--- src/rtl/vector_element_sequencer.sv ---
// Walks a vector instruction's active element range in groups of NUM_LANES,
// emitting a base offset and per-lane active mask each cycle.
module vector_element_sequencer #(
    parameter int NUM_LANES = 2,
    parameter int VL_WIDTH  = 8
) (
    input  logic                CLK,
    input  logic                RST,
    input  logic                start,
    input  logic [VL_WIDTH-1:0] vl,
    input  logic [VL_WIDTH-1:0] vstart,
    input  logic                stall,
    input  logic                flush,
    output logic                ready,
    output logic                busy,
    output logic                elem_valid,
    output logic [VL_WIDTH-1:0] offset,
    output logic [NUM_LANES-1:0] lane_active,
    output logic                done
);

    typedef enum logic [1:0] {
        IDLE,
        RUN,
        EMPTY
    } state_t;

    localparam logic [VL_WIDTH:0]   LANES_X = (VL_WIDTH+1)'(NUM_LANES);
    localparam logic [VL_WIDTH-1:0] LANES_N = VL_WIDTH'(NUM_LANES);

    state_t              state_q;
    state_t              state_d;
    logic [VL_WIDTH-1:0] offset_q;
    logic [VL_WIDTH-1:0] offset_d;
    logic [VL_WIDTH-1:0] vl_q;
    logic [VL_WIDTH-1:0] vl_d;
    logic [VL_WIDTH:0]   offset_x;
    logic [VL_WIDTH:0]   vl_x;
    logic                last;
    logic                accept;

    // Widened by one bit so offset+NUM_LANES cannot wrap near max vl.
    assign offset_x = {1'b0, offset_q};
    assign vl_x     = {1'b0, vl_q};
    assign last     = (offset_x + LANES_X) >= vl_x;

    assign ready  = (state_q == IDLE);
    assign busy   = ~ready;
    assign offset = offset_q;
    assign accept = start & ready & ~stall & ~flush;

    always_comb begin
        lane_active = '0;
        if (state_q == RUN) begin
            for (int i = 0; i < NUM_LANES; i++) begin
                lane_active[i] = (offset_x + (VL_WIDTH+1)'(i)) < vl_x;
            end
        end
    end

    always_comb begin
        state_d    = state_q;
        offset_d   = offset_q;
        vl_d       = vl_q;
        elem_valid = 1'b0;
        done       = 1'b0;
        unique case (state_q)
            IDLE: begin
                if (accept) begin
                    vl_d = vl;
                    if (vl == '0 || vstart >= vl) begin
                        state_d = EMPTY;
                    end else begin
                        state_d  = RUN;
                        offset_d = vstart;
                    end
                end
            end
            RUN: begin
                elem_valid = 1'b1;
                done       = last;
                if (!stall) begin
                    if (last) begin
                        state_d  = IDLE;
                        offset_d = '0;
                    end else begin
                        offset_d = offset_q + LANES_N;
                    end
                end
            end
            EMPTY: begin
                done = 1'b1;
                if (!stall) begin
                    state_d = IDLE;
                end
            end
            default: begin
                state_d  = IDLE;
                offset_d = '0;
            end
        endcase
        // Flush aborts silently and outranks stall.
        if (flush) begin
            state_d  = IDLE;
            offset_d = '0;
        end
    end

    always_ff @(posedge CLK) begin
        if (RST) begin
            state_q  <= IDLE;
            offset_q <= '0;
            vl_q     <= '0;
        end else begin
            state_q  <= state_d;
            offset_q <= offset_d;
            vl_q     <= vl_d;
        end
    end

endmodule

--- config.mk ---
export PLATFORM = sky130hd
export DESIGN_NAME = vector_element_sequencer
export DESIGN_NICKNAME = d
export VERILOG_FILES = /design/src/rtl/vector_element_sequencer.sv
export SDC_FILE = /design/constraint.sdc
export NUM_CORES = 1
export LEC_CHECK = 0
export CORE_ASPECT_RATIO = 1.4
export CORE_UTILIZATION = 44
export DETAILED_ROUTE_END_ITERATION = 10
export PLACE_DENSITY = 0.69
export RECOVER_POWER = 50
export SKIP_LAST_GASP = 1
export SYNTH_ARGS = -nofsm -noshare
export SYNTH_HDL_FRONTEND = slang
export SYNTH_SLANG_ARGS = --single-unit
--- constraint.sdc ---
create_clock -name CLK -period 3.45 [get_ports CLK]
set_input_delay 0.5175 -clock CLK [delete_from_list [all_inputs] [get_ports CLK]]
set_output_delay 0.5175 -clock CLK [all_outputs]
set_load 0.01 [all_outputs]
==> flow_results.org, run 1 <==
** STA
- Final hold viol count :: 0
- Final setup violating endpoints :: 0
- Slew margin rel. :: between 50 and 60%
- On the final layout, the worst clock skew is a little under 0.005 ns.
- The routed design could run at a clock period as short as 3.34 ns.
- Final-layout worst hold slack :: 0.457 ns
- Slack of the critical path :: between 0.1 and 0.15 ns
- Adding up every negative setup slack in the final design gives 0 ns.
- Slew at the pin with the worst max-slew slack :: between 0.6 and 0.7 ns
- Final slew viol count :: 0
- Timing-limited maximum frequency :: between 200 and 300 MHz
- Final period util :: between 90% and 100%

** Synthesis
- In this run, synthesis inferred 0 flip-flops with an integrated enable.
- Yosys top cell area share :: between 20% and 30%
- Each instance of the synthesized netlist takes up on average 7.94 µm².
- Synthesis instantiated 45 different standard cells from the library.
- Synthesis handed over a netlist of 230 instances.
- After synthesis, the share of flip-flops with an asynchronous set or reset is 0%.
- Synth Register Bits :: 18
- When the netlist entered floorplanning its net count stood at between 200 and 300.
- During synthesis, Yosys emitted a total of 0 warnings.
- Library cell with the largest summed area after synthesis :: sky130_fd_sc_hd__ha_1
- In this run the cell area of the synthesized design comes to approximately 0.0018 mm².
- Ranked by total cell area, the synthesized netlist is headed by sky130_fd_sc_hd__ha_1, sky130_fd_sc_hd__dfxtp_1, sky130_fd_sc_hd__nand2_1, sky130_fd_sc_hd__a21oi_1, sky130_fd_sc_hd__inv_1.
- Sequential cells were found to cover a little under 20% of the synthesized design area.
- For this run, the leading register cell type out of synthesis is sky130_fd_sc_hd__dfxtp_1.

** Clock network
- CTS built an H-tree with a depth of 1.
- Clock Pin Slew Worst Setup and Hold Paths :: 0.07 ns
- CTS tree :: done
- Clock latency on the worst-skew pair :: approximately 0.26 ns
- The clock net in this run drives a total of 18 sinks.
- Clock tree synthesis selected as its root buffer the cell sky130_fd_sc_hd__clkbuf_8.
- Counting the buffers created by CTS gives 3.
- Counting along the longest clock path gives a buffer depth of 2.
- Hold Buf Count CTS :: 0

** Floorplanning
- Die height :: approximately 78 µm
- # IOs :: 35
- In this run the horizontal extent of the chip is 56.5 µm.
- After floorplanning, the core was sized to cover 0.00395 mm².
- The initialized floorplan defines 27 standard-cell rows.
- The die covers 0.00442 mm².
- For this configuration, the core starts out at a cell density of around 46%.

** Routing
- Post-detailed-route DRC marker count :: 0
- Detailed-route wire length :: roughly 4800 µm
- The pre-antenna-repair detailed-routing pass consisted of 4 iterations.
- The detail route stage leaves a number of antenna-violating nets equal to 0.
- After detailed routing, the average wire length per cell comes to around 15 µm.
- After the first detailed-routing iteration, the DRC count stood at 39.
- Detail-routed via count per cell :: approximately 5.6
- Across all layers, the routed design uses around 1,800 vias.

** GRT
- Antenna violations before repair :: 0
- Entering global routing, the biggest net connects 14 pins.
- Global-route congestion overflow total :: 0
- Wire length of the first global-routing pass :: between 8000 and 9000 µm
- Global routing used between 20% and 30% of the available tracks across all layers.
- Number of global-route vias before repair :: ~1,800

** Placed design
- Worst slack after detailed placement :: between 0.1 and 0.15 ns
- Half-perimeter wire length after placement :: a little under 4000 µm
- Post-Place Cell Area :: 0.00225 mm²
- Routability-driven placement finished with a final weighted congestion of ~0.87.
- Count of port buffers added during placement :: 34
- Placed cell count :: around 300

** Setup path
- STA puts the critical path data arrival time at 2.82 ns.
- Required time at the worst-slack endpoint :: between 2 and 3 ns
- Critical path class :: flop to output pin
- Setup slack on the worst reg-to-reg path comes out at 0.38 ns.
- Worst-path maximum fanout :: 5
- Measured in cells, the most critical reg-to-reg path has a length of 12.
- Kind of end point of the critical path :: output pin
- The startpoint identified for the worst register-to-register timing path is offset[1].
- Critical path launch point type :: flop
- The endpoint identified for the worst register-to-register timing path is offset[7].

** Pwr
- For this design the ratio of total power to cell area is around 230 mW/mm².
- Summing internal, switching and leakage power gives between 0.5 and 0.6 mW.
- Across the VDD grid, the largest voltage drop is 0.000172 V.
- In this run the static leakage power is 1.01 nW.

** Layout
- Nets :: 330
- Fraction of final layout cells with drive strength greater than 1 :: 10.7%
- The sequential cells in the finished layout cover a total of around 360 µm².
- Final cell count without fillers :: 315
- Measured on the finished design, the core utilization comes to a little under 60%.
- Fill cells in the final layout number roughly 400.
- 0 antenna diodes ended up in the layout.
- The area growth from synthesis to layout is 28.3%.
- Final standard cell area without fillers :: about 0.0023 mm²
- Area of combinational cells with multiple inputs :: roughly 0.0014 mm²

** Min path
- Worst Hold Path EP :: vl_q[1]
- Worst min-delay path startpoint :: vl_q[1]
- Counting instances, the worst hold path has a depth of 2.
- Hold/Removal Path Class :: flop to flop

** Flow run
- Across the run, the number of max-cap violations was 0.

** Status
- Status :: finished clean
[cells by family after synthesis]
group / Yosys count / share of synthesized area [%]
buffers and inverters: 31 / 6.99
flip-flops: 18 / 19.7
XOR/XNOR: 11 / 5.27
adder cells (fa/ha/maj): 36 / 24.7
multiplexers: 1 / 0.548
AND/OR/NAND/NOR: 76 / 22.5
AO/OA/AOI/OAI: 57 / 20.3
[cell type report]
type / count / area share [%]
Multi-Input combinational cell: 181 / 57.9
Inverter: 23 / 3.68
Tap cell: 43 / 2.30
Sequential cell: 18 / 15.5
Timing Repair Buffer: 46 / 18.3
Clock buffer: 4 / 2.35
[worst max-delay path: stages, from the launching register on]
cell and delay (ns):
sky130_fd_sc_hd__dfxtp_2 0.33, sky130_fd_sc_hd__ha_2 0.20, sky130_fd_sc_hd__and3_4 0.21, sky130_fd_sc_hd__and3_4 0.21, sky130_fd_sc_hd__xnor2_1 0.12, sky130_fd_sc_hd__ha_1 0.26
sky130_fd_sc_hd__and3_1 0.16, sky130_fd_sc_hd__a221o_1 0.38, sky130_fd_sc_hd__a31oi_4 0.17, sky130_fd_sc_hd__nand2_2 0.08, sky130_fd_sc_hd__a21oi_2 0.12, sky130_fd_sc_hd__nor2b_1 0.05
sky130_fd_sc_hd__dlygate4sd2_1 0.27
[sequential cells by signal, indices dropped and copies added (netlist names)]
name	flops
offset	8
vl_q	8
state_q	2
[timing repair]
action	in CTS	in global routing
resized for setup	1	8
setup buffers	0	3
setup endpoints to repair	1	1
endpoints found under the hold margin	0	0
pin swaps	0	4
[routing by layer]
layer,routed length (µm),global-route usage (%),up-vias
li1,-,-,909
met1,1990,26.9,810
met2,2510,41.5,37
met3,81,1.48,13
met4,191,12.2,0
met5,0,0,-
[cells in the mapped netlist, types with 2 or more instances]
library cell	n
sky130_fd_sc_hd__or3_1	2
sky130_fd_sc_hd__buf_2	3
sky130_fd_sc_hd__nand2_1	34
sky130_fd_sc_hd__dfxtp_1	18
sky130_fd_sc_hd__a32oi_1	4
sky130_fd_sc_hd__o21ai_0	10
sky130_fd_sc_hd__nand2b_1	3
sky130_fd_sc_hd__or4_1	4
sky130_fd_sc_hd__nand4_1	4
sky130_fd_sc_hd__nor4_1	2
sky130_fd_sc_hd__a21oi_1	22
sky130_fd_sc_hd__o221ai_1	3
sky130_fd_sc_hd__nor2_1	6
sky130_fd_sc_hd__nor2b_1	3
sky130_fd_sc_hd__a21o_1	4
sky130_fd_sc_hd__o211ai_1	2
sky130_fd_sc_hd__xnor2_1	9
sky130_fd_sc_hd__clkbuf_1	3
sky130_fd_sc_hd__inv_1	23
sky130_fd_sc_hd__nand3_1	4
sky130_fd_sc_hd__ha_1	36
sky130_fd_sc_hd__a31oi_1	3
sky130_fd_sc_hd__and3_1	3
sky130_fd_sc_hd__xor2_1	2
sky130_fd_sc_hd__a22oi_1	3
[cell usage in the layout (no fill, tap or decap), types with 7 or more instances in the layout]
| cell | n |
|---|---|
| sky130_fd_sc_hd__o21ai_0 | 10 |
| sky130_fd_sc_hd__nand2_1 | 33 |
| sky130_fd_sc_hd__a21oi_1 | 21 |
| sky130_fd_sc_hd__xnor2_1 | 9 |
| sky130_fd_sc_hd__buf_4 | 12 |
| sky130_fd_sc_hd__dfxtp_1 | 16 |
| sky130_fd_sc_hd__dlygate4sd3_1 | 7 |
| sky130_fd_sc_hd__inv_1 | 23 |
| sky130_fd_sc_hd__ha_1 | 35 |
| sky130_fd_sc_hd__clkdlybuf4s50_1 | 26 |
[worst max-delay path by stage]
stage	startpoint	end
detailed placement	offset[1]	done
global route	offset[2]	done
CTS	offset[1]	done
finish	offset[1]	done
global placement	offset[1]	done
floorplan	offset[2]	done
[where the power goes]
part | internal [mW] | switching, mW
logic | 0.0680 | 0.0765
clock network | 0.102 | 0.0739
registers | 0.213 | 0.00411
total | 0.382 | 0.155
Note: power is estimated with default switching activity, not from simulation.
==> run 2: changes to the inputs <==
--- a/config.mk
+++ b/config.mk
@@ -5,9 +5,11 @@
 export SDC_FILE = /design/constraint.sdc
 export NUM_CORES = 1
 export LEC_CHECK = 0
+export ABC_AREA = 1
 export CORE_ASPECT_RATIO = 1.4
 export CORE_UTILIZATION = 44
 export DETAILED_ROUTE_END_ITERATION = 10
+export GPL_TIMING_DRIVEN = 0
 export PLACE_DENSITY = 0.69
 export RECOVER_POWER = 50
 export SKIP_LAST_GASP = 1
==> flow_results.org, run 2 <==
** Status
- The run finished with clean final reports.

** Synthesis
- Count of flip-flops with a built-in enable after synthesis :: 0
- During synthesis, Yosys emitted a total of 0 warnings.
- Nets in the synthesized netlist :: 331
- In the synthesized netlist the dominant register cell turns out to be sky130_fd_sc_hd__dfxtp_1.
- The commonest cells after synthesis are sky130_fd_sc_hd__nand2_1, sky130_fd_sc_hd__inv_1, sky130_fd_sc_hd__ha_1.
- Synth cell types :: 36
- Leading cell types by total area after synthesis :: sky130_fd_sc_hd__ha_1, sky130_fd_sc_hd__dfxtp_1, sky130_fd_sc_hd__nand2_1, sky130_fd_sc_hd__inv_1, sky130_fd_sc_hd__a21oi_1
- Library cell with the largest summed area after synthesis :: sky130_fd_sc_hd__ha_1
- Avg Synthesized Cell Area :: ~7.0 µm²
- Synth Register Bits :: 18
- Sequential elements use between 10% and 20% of the synthesized area.
- Yosys top cell area share :: 23.5%
- Dominant cell by count in the synthesized netlist :: sky130_fd_sc_hd__nand2_1
- For this run, asynchronously set or reset flops after synthesis account for 0%.
- Summed instance area of the synthesized netlist :: between 0.0015 and 0.002 mm²
- Number of cells produced by synthesis :: approximately 270

** Placed design
- After legalization and detailed placement, the total HPWL measured 3680 µm.
- Worst slack after detailed placement :: around 0.22 ns
- Count of port buffers added during placement :: 34
- Placed cell count :: 353
- At the end of routability-driven placement, the weighted congestion stood at 0.851.

** Layout
- The area growth from synthesis to layout is 25.4%.
- Summing all flip-flop and latch instances after layout gives about 370 µm².
- Fraction of final layout cells with drive strength greater than 1 :: between 10% and 20%
- The library cells used most frequently in the layout, excluding fill and tap cells, are sky130_fd_sc_hd__nand2_1, sky130_fd_sc_hd__inv_1, sky130_fd_sc_hd__ha_1.
- Nets :: 373
- Count of inserted antenna diode cells :: 0
- Leaving out fill and tap cells, the most frequent cell in the layout is sky130_fd_sc_hd__nand2_1.
- Filler Cells Inserted :: 436
- After the flow finishes, the layout carries non-filler instances totaling 360.
- Area of combinational cells with multiple inputs :: about 0.0014 mm²

** STA
- Dividing the final minimum period by the clock period gives a little over four fifths.
- In this run the tightest slew margin relative to its limit is 50.4%.
- The final count of pins violating max slew was 0.
- Between clock sinks in the finished design, the worst skew comes to about 0.0031 ns.
- Final setup violating endpoints :: 0
- The clock period could shrink to 2.93 ns.
- Setup repair after global routing left no endpoint under its margin.
- Timing-limited maximum frequency :: about 340 MHz
- Setup_tns :: 0 ns
- Final hold viol count :: 0
- Slew at the pin with the worst max-slew slack :: 0.738 ns
- Slack of the critical path :: between 0.5 and 0.6 ns

** Setup path
- Critical path launch point :: offset[1]
- Worst-path maximum fanout :: 9
- Slack of the worst reg-to-reg path :: ~1.2 ns
- The largest single stage delay on the critical path is 0.40 ns.
- Sequence of cells on the critical path :: ha_2 -> nand2_1 -> inv_2 -> nand2_1 -> xor2_1 -> inv_2 -> ha_1 -> nand2_1 -> inv_1 -> nand2_1 -> nand2_1 -> nand2_2 -> nand2_1 -> nand2_1 -> a21boi_0 -> dlymetal6s2s_1
- Required time at the worst-slack endpoint :: between 2 and 3 ns
- Data arrival time of the critical path :: approximately 2.4 ns
- The critical path in this run is classified as flop to output pin.
- The kind of cell with the highest combined delay along the critical path is simple AND/OR/NAND/NOR gates.
- Among the stages of the critical path, the cell type that occurs most often is sky130_fd_sc_hd__nand2_1.
- STA classifies the critical path endpoint as an output pin.
- Number of buffer and inverter stages on the critical path :: 4
- Register-to-Register Path Depth :: 17
- The worst setup path is launched from a flop.
- Worst reg2reg path startpoint :: offset[1]
- Slowest CP cell :: sky130_fd_sc_hd__dfxtp_4
- FF-to-FF End :: state_q[0]

** GRT
- Largest net degree at the start of global routing :: 11
- Number of global-route vias before repair :: ~1,800
- Global-route congestion overflow total :: 0
- Global routing used a little over a fifth of the available tracks across all layers.
- The number of antenna violations at the first check in global routing came to 0.
- The first global-routing pass estimated between 7000 and 8000 µm of wire.

** Floorplanning
- Starting utilization of the core area :: 45.5%
- Measured along the x axis, the die boundary spans roughly 58 µm.
- The die is about 80 µm tall.
- Placeable Area :: 0.00420 mm²
- Pin placement for this block handled 35 I/O pins.
- Row cnt :: 28
- DIE AREA :: about 0.0046 mm²

** Min path
- Hold/Removal Path Class :: flop to flop
- Cell count of the worst hold path :: 2
- In this run the most critical hold path is launched from state_q[0].
- Worst Hold Path EP :: state_q[0]

** Routing
- After detailed routing, the average wire length per cell comes to 12.4 µm.
- For this run, design rule violations remaining after detail routing come to 0.
- Count of TritonRoute iterations in the first routing pass :: 4
- Detail-routed via count per cell :: 5.17
- Number of design-rule violations left by the first detailed-router iteration :: 59
- Total vias in the final route :: 1,862
- Wires add up to approximately 4400 µm.
- The count of nets left with antenna violations once routing finished came out at 0.

** Clock network
- Clock latency on the worst-skew pair :: 0.26 ns
- Hold Buf Count CTS :: 0
- Counting along the longest clock path gives a buffer depth of 2.
- The tree is rooted in a sky130_fd_sc_hd__clkbuf_8.
- Maximum level of the CTS H-tree :: 1
- TritonCTS built the clock tree.
- Clock Pin Slew Worst Setup and Hold Paths :: around 0.070 ns
- The clock net in this run drives a total of 18 sinks.
- TritonCTS created 3 clock buffers.

** Pwr
- Dividing total power by cell area gives a power density of ~270 mW/mm².
- The analysis attributes to cell leakage a power of roughly 1.3 nW.
- Max rail drop VDD :: 0.000154 V

** Flow run
- The tool flagged a number of max-cap violations equal to 0.
[run 2: changes by cell type in the layout (fill, tap and decap cells not counted), moves of 5 or more]
cell                      change
sky130_fd_sc_hd__xnor2_1      -8
sky130_fd_sc_hd__nor2_1      +11
sky130_fd_sc_hd__nand2_1     +35
sky130_fd_sc_hd__nand4_1      +6
sky130_fd_sc_hd__a21oi_1      +5
sky130_fd_sc_hd__inv_1       +15
sky130_fd_sc_hd__buf_4        -8
[run 2: where the power goes]
| part | total (mW) | internal (mW) | switching [mW] | leakage (nW) |
|---|---|---|---|---|
| sequential | 0.225 | 0.217 | 0.00882 | 0.148 |
| combinational | 0.242 | 0.101 | 0.141 | 1.08 |
| clock | 0.180 | 0.102 | 0.0781 | 0.0288 |
| total | 0.647 | 0.420 | 0.228 | 1.26 |
[run 2: worst reg2reg max path, delay by kind of cell, from the launching register on]
kind	cells	cell delay (ns)
and+or+nand+nor	10	0.82
adders and majority gates	2	0.46
DFF	1	0.40
buffers and inverters	4	0.26
xor gates and xnor gates	1	0.18
[run 2: cells by family (layout without fill, tap and decap cells)]
| logic type | Yosys count | after routing | synth area share, % |
|---|---|---|---|
| simple gates | 115 | 115 | 29.3 |
| compound gates | 48 | 48 | 14.1 |
| buf+inv | 48 | 89 | 9.80 |
| fa+ha+maj | 36 | 36 | 23.5 |
| flops | 18 | 18 | 18.8 |
| xor+xnor | 9 | 9 | 4.51 |
[run 2: through the flow]
step / power (mW) / util [%] / hold WS [ns] / area (µm²)
floorplan: 0.391 / - / 0.481 / 1910
global placement: 0.471 / 55.0 / 0.508 / 2310
global route: 0.693 / 57.1 / 0.547 / 2400
detailed placement: 0.475 / 55.0 / 0.505 / 2310
CTS: 0.650 / 56.3 / 0.516 / 2370
finish: 0.647 / 57.1 / 0.511 / 2400
[run 2: per-layer routing]
metal | vias up | track usage (%) | routed length [µm]
met3 | 7 | 0.972 | 78
met1 | 846 | 26.8 | 1970
li1 | 981 | - | -
met2 | 28 | 38.8 | 2320
met5 | - | 0 | 0
met4 | 0 | 7.14 | 78
[run 2: final cells by class]
type                            instances  area share, %
Sequential cell                        18           15.4
Inverter                               43           6.73
Tap cell                               45           2.35
Buffer                                  5           1.04
Multi-Input combinational cell        208           56.9
Clock buffer                            4           2.29
Timing Repair Buffer                   37           15.3
[run 2: what timing repair did]
item,4_1_cts,5_1_grt
setup endpoints to repair,2,2
endpoints found under the hold margin,0,0
gates resized for setup,2,8
setup buffers,0,3
[run 2: how the worst max path moves through the flow]
stage / slack [ns] / end / depth (start not counted)
floorplan: 0.82 / done / 15
global route: 0.19 / done / 16
global placement: 0.24 / done / 16
detailed placement: 0.22 / done / 16
finish: 0.52 / done / 16
CTS: 0.07 / done / 16
